File: config.mk
export PLATFORM = sky130hd
export DESIGN_NAME = controller_pad_responder
export DESIGN_NICKNAME = d
export VERILOG_FILES = /design/src/rtl/controller_pad_responder.sv
export SDC_FILE = /design/constraint.sdc
export NUM_CORES = 1
export LEC_CHECK = 0
export ABC_AREA = 1
export CORE_AREA = 2 2 81 83
export CTS_CLUSTER_SIZE = 16
export DETAILED_ROUTE_END_ITERATION = 8
export DIE_AREA = 0 0 83 85
export GPL_TIMING_DRIVEN = 1
export MAX_ROUTING_LAYER = met4
export SETUP_SLACK_MARGIN = 0.3
export SLEW_MARGIN = 10
export SYNTH_ARGS = -nofsm -noshare
export SYNTH_HDL_FRONTEND = slang
export SYNTH_SLANG_ARGS = --single-unit
File: constraint.sdc
create_clock -name clk_12_5875 -period 2.1 [get_ports clk_12_5875]
set_input_delay 0.63 -clock clk_12_5875 [delete_from_list [all_inputs] [get_ports clk_12_5875]]
set_output_delay 0.63 -clock clk_12_5875 [all_outputs]
set_load 0.02 [all_outputs]
File: src/rtl/controller_pad_responder.sv
// controller_pad_responder
// Pad side of the serial gamepad link. The controller reader raises the latch
// to capture 8 button levels, then clocks them out one bit per link-clock
// rising edge. The data line is active-low: 0 means pressed.
// Link pins are asynchronous and are synchronised before use.
module controller_pad_responder #(
   parameter logic        MSB_FIRST = 1'b1,
   parameter logic        FILL_BIT  = 1'b0,
   parameter logic [15:0] TIMEOUT   = 16'd1024
) (
   input  logic       clk_12_5875,
   input  logic       rst_n,
   input  logic [7:0] buttons_in,
   input  logic       controller_clk_in,
   input  logic       controller_latch_in,
   output logic       controller_data_out_B,
   output logic       busy,
   output logic [3:0] bits_sent,
   output logic       frame_done
);

   localparam logic [1:0] ST_IDLE  = 2'd0;
   localparam logic [1:0] ST_LOAD  = 2'd1;
   localparam logic [1:0] ST_SHIFT = 2'd2;
   localparam logic [1:0] ST_DONE  = 2'd3;

   // Bit currently at the output end of the shift register.
   function automatic logic out_bit(input logic [7:0] sr);
      if (MSB_FIRST) begin
         out_bit = sr[7];
      end else begin
         out_bit = sr[0];
      end
   endfunction

   // One shift toward the output end, with the fill value entering behind.
   function automatic logic [7:0] shift_fill(input logic [7:0] sr);
      if (MSB_FIRST) begin
         shift_fill = {sr[6:0], FILL_BIT};
      end else begin
         shift_fill = {FILL_BIT, sr[7:1]};
      end
   endfunction

   logic [2:0]  clk_sync_r;
   logic [2:0]  latch_sync_r;
   logic [1:0]  state_r;
   logic [1:0]  state_s;
   logic [7:0]  shift_r;
   logic [7:0]  shift_s;
   logic [3:0]  cnt_r;
   logic [3:0]  cnt_s;
   logic [15:0] tmo_r;
   logic [15:0] tmo_s;
   logic        data_b_r;
   logic        data_b_s;
   logic        busy_r;
   logic        busy_s;
   logic        done_r;
   logic        done_s;
   logic        clk_rise_s;
   logic        latch_fall_s;
   logic        latch_hi_s;

   // Two-flop synchronisers plus a third stage for edge detection.
   always_ff @(posedge clk_12_5875) begin
      if (!rst_n) begin
         clk_sync_r   <= 3'b000;
         latch_sync_r <= 3'b000;
      end else begin
         clk_sync_r   <= {clk_sync_r[1:0], controller_clk_in};
         latch_sync_r <= {latch_sync_r[1:0], controller_latch_in};
      end
   end

   assign clk_rise_s   = clk_sync_r[1] & ~clk_sync_r[2];
   assign latch_fall_s = ~latch_sync_r[1] & latch_sync_r[2];
   assign latch_hi_s   = latch_sync_r[1];

   // Frame FSM. A latch seen in SHIFT or DONE wins over a coincident link-clock edge.
   always_comb begin
      state_s = state_r;
      shift_s = shift_r;
      cnt_s   = cnt_r;
      tmo_s   = tmo_r;
      done_s  = 1'b0;
      case (state_r)
         ST_IDLE: begin
            if (latch_hi_s) begin
               state_s = ST_LOAD;
               shift_s = buttons_in;
               cnt_s   = 4'd0;
               tmo_s   = 16'd0;
            end else begin
               state_s = ST_IDLE;
            end
         end
         ST_LOAD: begin
            cnt_s = 4'd0;
            tmo_s = 16'd0;
            // Reload live while latch is high. The value from the last high cycle is kept.
            if (latch_hi_s) begin
               shift_s = buttons_in;
            end else begin
               state_s = ST_SHIFT;
            end
         end
         ST_SHIFT: begin
            if (latch_hi_s) begin
               state_s = ST_LOAD;
               shift_s = buttons_in;
               cnt_s   = 4'd0;
               tmo_s   = 16'd0;
            end else if (clk_rise_s && !latch_fall_s) begin
               shift_s = shift_fill(shift_r);
               cnt_s   = cnt_r + 4'd1;
               tmo_s   = 16'd0;
               if (cnt_r == 4'd7) begin
                  state_s = ST_DONE;
                  done_s  = 1'b1;
               end else begin
                  state_s = ST_SHIFT;
               end
            end else if (tmo_r >= (TIMEOUT - 16'd1)) begin
               // The link stalled mid-frame, so drop the frame silently.
               state_s = ST_IDLE;
               tmo_s   = 16'd0;
            end else begin
               tmo_s = tmo_r + 16'd1;
            end
         end
         ST_DONE: begin
            if (latch_hi_s) begin
               state_s = ST_LOAD;
               shift_s = buttons_in;
               cnt_s   = 4'd0;
               tmo_s   = 16'd0;
            end else begin
               state_s = ST_DONE;
            end
         end
         default: begin
            state_s = ST_IDLE;
         end
      endcase
   end

   // Output data follows the current state and register, giving one register stage after load/shift.
   always_comb begin
      data_b_s = 1'b1;
      case (state_r)
         ST_LOAD:  data_b_s = ~out_bit(shift_r);
         ST_SHIFT: data_b_s = ~out_bit(shift_r);
         ST_DONE:  data_b_s = ~FILL_BIT;
         default:  data_b_s = 1'b1;
      endcase
      busy_s = (state_s == ST_LOAD) || (state_s == ST_SHIFT);
   end

   // State and registered outputs.
   always_ff @(posedge clk_12_5875) begin
      if (!rst_n) begin
         state_r  <= ST_IDLE;
         shift_r  <= 8'd0;
         cnt_r    <= 4'd0;
         tmo_r    <= 16'd0;
         data_b_r <= 1'b1;
         busy_r   <= 1'b0;
         done_r   <= 1'b0;
      end else begin
         state_r  <= state_s;
         shift_r  <= shift_s;
         cnt_r    <= cnt_s;
         tmo_r    <= tmo_s;
         data_b_r <= data_b_s;
         busy_r   <= busy_s;
         done_r   <= done_s;
      end
   end

   assign controller_data_out_B = data_b_r;
   assign busy                  = busy_r;
   assign bits_sent             = cnt_r;
   assign frame_done            = done_r;

endmodule

---- After elaboration in Yosys (flattened, before gate mapping) ----
Index checks and enable logic that the tools add are counted.
operators by class
  $add $sub $neg .......................... 2
  $lt $le $gt $ge ......................... 1
  eq/ne operators ......................... 9
  mux-type cells .......................... 25
  bitwise gates (word level) .............. 9
  reduce and logical (&&, ||, !) cells .... 9
operator list
  kind                                                                     count
  16-bit two-way mux                                                       4
  16-bit one-hot mux with 3 select lines                                   1
  8-bit two-way mux                                                        3
  16-bit by 1-bit adder with 16-bit output, second input constant          1
  16-bit by 10-bit >= comparator with 1-bit output, second input constant  1
  8-bit one-hot mux with 2 select lines                                    1
  4-bit two-way mux                                                        3
  4-bit one-hot mux with 3 select lines                                    1
  2-bit two-way mux                                                        5
  2-bit one-hot mux with 4 select lines                                    1
  1-bit inverter                                                           7
  2-bit equality test, second input constant                               3
  1-bit two-way mux                                                        5
  4-bit by 1-bit adder with 4-bit output, second input constant            1
  2-bit by 1-bit equality test with 1-bit output, second input constant    2
  4-bit by 3-bit equality test with 1-bit output, second input constant    1
  2-bit by 1-bit != test with 1-bit output, second input constant          2
  2-bit AND reduction                                                      2
  4-bit OR reduction                                                       1
  3-bit != test, second input constant                                     1
  3-bit OR reduction                                                       1
  1-bit bitwise AND                                                        2
  2-bit logical NOT                                                        1
  1-bit one-hot mux with 2 select lines                                    1
  other kinds (4)                                                          4
word-level totals
  flip-flop bits (word level) ............. 39
  bits of input ports ..................... 12
  output and inout port bits .............. 7
  word-level logic and storage cells ...... 64

---- Longest topological paths before layout ----
  word-level depth ........................ 9
  gate-level depth with buffers ........... 13
  mapped depth without buffers ............ 13

---- Worst setup path after synthesis ----
OpenSTA, ideal clock, no wires.
  path type ............................... register -> register
  start point ............................. reg state_r[1]
  end point ............................... reg tmo_r[9]
  setup time .............................. 0.122 ns
  data arrival time ....................... 1.458 ns
  data required time ...................... 1.978 ns
  path slack .............................. 0.519 ns
  cell stages (with the launch flop) ...... 10
  buffers on the path ..................... 0
  period minus slack after synthesis ...... 1.581 ns
  path through ............................ dfxtp_1 -> inv_1 -> ha_1 -> nor2_8 -> nor2_4 -> inv_2 -> nor3_4 -> nand2_1 -> xor2_1 -> nor2_2
between the ends
  cells in the longest elaborated chain, start to end .. 3
  elaborated cells on any way between the ends .. 7
  those cells by class .................... eq/ne: 4; mux: 1; reduce/logical: 2
RTL lines
  what                                                                                                RTL line  text
  start: declaration                                                                                  47        logic [1:0] state_r;
  start signal: assignment                                                                            171       state_r <= state_s;
  2-bit equality test or 2-bit logical NOT (tied branches)                                            87        case (state_r)
  2-bit OR reduction (no source line)                                                                 -
  16-bit one-hot mux with 3 select lines or 2-bit by 1-bit != test with 1-bit output (tied branches)  -
  end signal: assignment                                                                              174       tmo_r <= tmo_s;
  end: declaration                                                                                    53        logic [15:0] tmo_r;
Several ways; a longest one is shown, not always the timed one.
A chain may end at the register's enable or synchronous reset.

---- Worst setup path in the final report ----
Same ends and word-level chain as after synthesis.

==> results.md <==
* Outcome: completed
* Placed cell count at 318
* Hold WS at 0.413 ns
* Initial Utilization at 28.7%
* Lkg Pwr at roughly 0.91 nW
* Initial DRC Count at 44
* Die area at ~7100 µm²
* Initial antenna violation count at 0
* Drt drc at 0
* Global-route wire length before repair at between 5000 and 6000 µm
* Dominant combinational cell family by area after synthesis: simple AND/OR/NAND/NOR gates
* CP Capture Type: flop
* Via/cell ratio at 4.30
* GP Congestion at 0.804
* Fin util at 34.2%
* CTS sink count at 39
* Postcts setup bufs at 0
* Register Area at between 700 and 800 µm²
* Die Y-Extent at ~85 µm
* Antenna Cells at 0
* Max-Cap Viols at 0
* RSZ-0062 raised after global routing: true
* Number of global-route vias before repair at roughly 1,300
* Later-pin clock latency in the skew report at about 0.28 ns
* Die W at 83 µm
* Hold Path Class: reg -> reg
* Layout Cells excl Fill at approximately 330
* Post-synthesis net count at approximately 240
* Grt peak-use layer: met2
* Avg Synthesized Cell Area at about 7.9 µm²
* HPWL after DPL at about 2300 µm
* Post-CTS Resized at 7
* Setup TNS at 0 ns
* Startpoint types: flop
* Multi-input combinational cell area at around 830 µm²
* Grt ovf at 0
* Share of layout cells above drive strength 1 at 14.5%
* Nets at 266
* Port-buffer cells at 18
* Compound-cell area share of the yosys netlist at 12.9%
* Final setup margin at 0.395 ns
* CTS H-Tree Depth at 2
* Clock slew at reported path FFs at roughly 0.07 ns
* Maximum fanout along the worst path at 10
* Top cells by area, synth: dfxtp_1 44%, nand2_1 12%, inv_1 5.7%, nor2_1 4.4%, ha_1 4.2%
* Setup Skew at between 0.004 and 0.005 ns
* Xor/xnor share of the synthesized area at 2.46%
* Post-place setup slack at between 0.3 and 0.4 ns
* Num CTS Buffers at 5
* Synthesized instance count at approximately 220
* Syn. warnings at 0
* Crit path required time at approximately 2.3 ns
* Area share of and/or/nand/nor cells after synthesis at a little over a quarter
* Top cell type's share of synthesized area at 43.9%
* Slew headroom at slightly below 80%
* Pwr Density at around 670 nW/µm²
* Wire length per cell at between 9 and 10 µm
* WP data arrival at about 1.9 ns
* Met1 usage at about a tenth
* Largest net degree at the start of global routing at 19
* Final worst path period need at between 1.5 and 2 ns
* Commonest non-fill, non-tap cell in the layout: nand2_1
* Yosys reg bits at 39
* Cell area after synthesis at roughly 1800 µm²
* Row count at 29
* First-pass DRT Iterations at 4
* Met3 Use GR at under 10%
* Achievable Freq at a little under 600 MHz
* Post-route ant nets at 0
* Commonest cells after routing, fill and taps aside: 57 x nand2_1, 39 x dfxtp_1, 27 x inv_1, 21 x nor2_1, 11 x clkdlybuf4s50_1
* Final hold violations at 0
* Synth cell types at 34
* Fin crit share at between 80% and 90%
* Crit path kind: reg -> reg
* FILL cells at 648
* Met2 usage at 16.7%
* Synth Area in Adders at under 10%
* Post-synthesis sequential area ratio at 43.9%
* Clock root cell: clkbuf_8
* DR vias at roughly 1,400
* Post-Route WL at 3080 µm
* Layout area overhead at 19.2%
* Worst VDD drop at around 0.29 mV
* I/O Pins at 19
* Slew @ Worst Pin at 0.334 ns
* GRT Total Usage at under 10%
* Total core area at 6200 µm²
* Count of final setup violators at 0
* CTS tree: built
* CTS Buffer Depth at 2
* Pins Over Slew Limit at 0
* Yosys top cell by area: dfxtp_1
* Mux share of post-synthesis cell area at 0%
* # hold bufs at CTS at 0
## critical path, stage by stage, from the launching register on
cell and delay (ns):
dfxtp_1 0.41, inv_1 0.09, ha_2 0.41, nor2_8 0.08, nor2_4 0.13, inv_2 0.06, nor3_4 0.13, nand2_1 0.08
xor2_1 0.17, nor2_2 0.04
## flip-flops by register name, summed over array words and instances, names as in the netlist
name,count
tmo_r,16
shift_r,8
bits_sent,4
clk_sync_r,3
latch_sync_r,3
state_r,2
busy,1
controller_data_out_B,1
frame_done,1
## where the power goes
group	internal, mW	switching [mW]
sequential	0.761	0.0143
combinational	0.0576	0.0749
clock	0.258	0.245
total	1.08	0.334
## cells in the mapped netlist, drive strengths merged
library cell and n:
o22ai 1, xnor2 2, dfxtp 39, a31oi 7, a32o 1, buf 5
o21a 1, a211oi 3, inv 32, o21ai 10, a311oi 1, a21oi 9
nand3 8, xor2 3, clkinv 1, ha 6, nor2 26, nand2 62
nor3 6, and3 1
## per-layer routing
layer	wire length [µm]	share of wire, %
met1	1410	46
met3	109	3.5
met4	63	2.0
met5	0	0
met2	1490	48
## final timing paths
path                                 to  slack [ns]                  startpoint  cells after the start
max               tmo_r[9]$_SDFFE_PN0P_        0.39       state_r[1]$_SDFF_PN0_                      9
min          latch_sync_r[1]$_SDFF_PN0_        0.41  latch_sync_r[0]$_SDFF_PN0_                      2
max reg2reg       tmo_r[9]$_SDFFE_PN0P_        0.39       state_r[1]$_SDFF_PN0_                      9
min reg2reg  latch_sync_r[1]$_SDFF_PN0_        0.41  latch_sync_r[0]$_SDFF_PN0_                      2
## logic make-up after synthesis
kind of cell             Yosys count
flip-flops                        39
adder cells (fa/ha/maj)            6
AO/OA/AOI/OAI                     33
AND/OR/NAND/NOR                  103
buffers and inverters             38
XOR/XNOR                           5
## final cells by class
| cell class | instances | share of cell area (%) |
|---|---|---|
| Clock buffer | 6 | 3.89 |
| Clock inverter | 1 | 0.236 |
| Inverter | 33 | 5.96 |
| Multi-Input combinational cell | 147 | 39.1 |
| Sequential cell | 39 | 36.8 |
| Tap cell | 77 | 4.54 |
| Timing Repair Buffer | 22 | 9.50 |
## through the flow
| step | cell area [µm²] | total power, mW |
|---|---|---|
| 2_1_floorplan | 1780 | 0.884 |
| 3_3_place_gp | 2040 | 0.928 |
| 3_5_place_dp | 2040 | 0.930 |
| 4_1_cts | 2120 | 1.44 |
| 5_1_grt | 2120 | 1.49 |
| 6_report | 2120 | 1.41 |
Power figures use the tool's default switching activity.
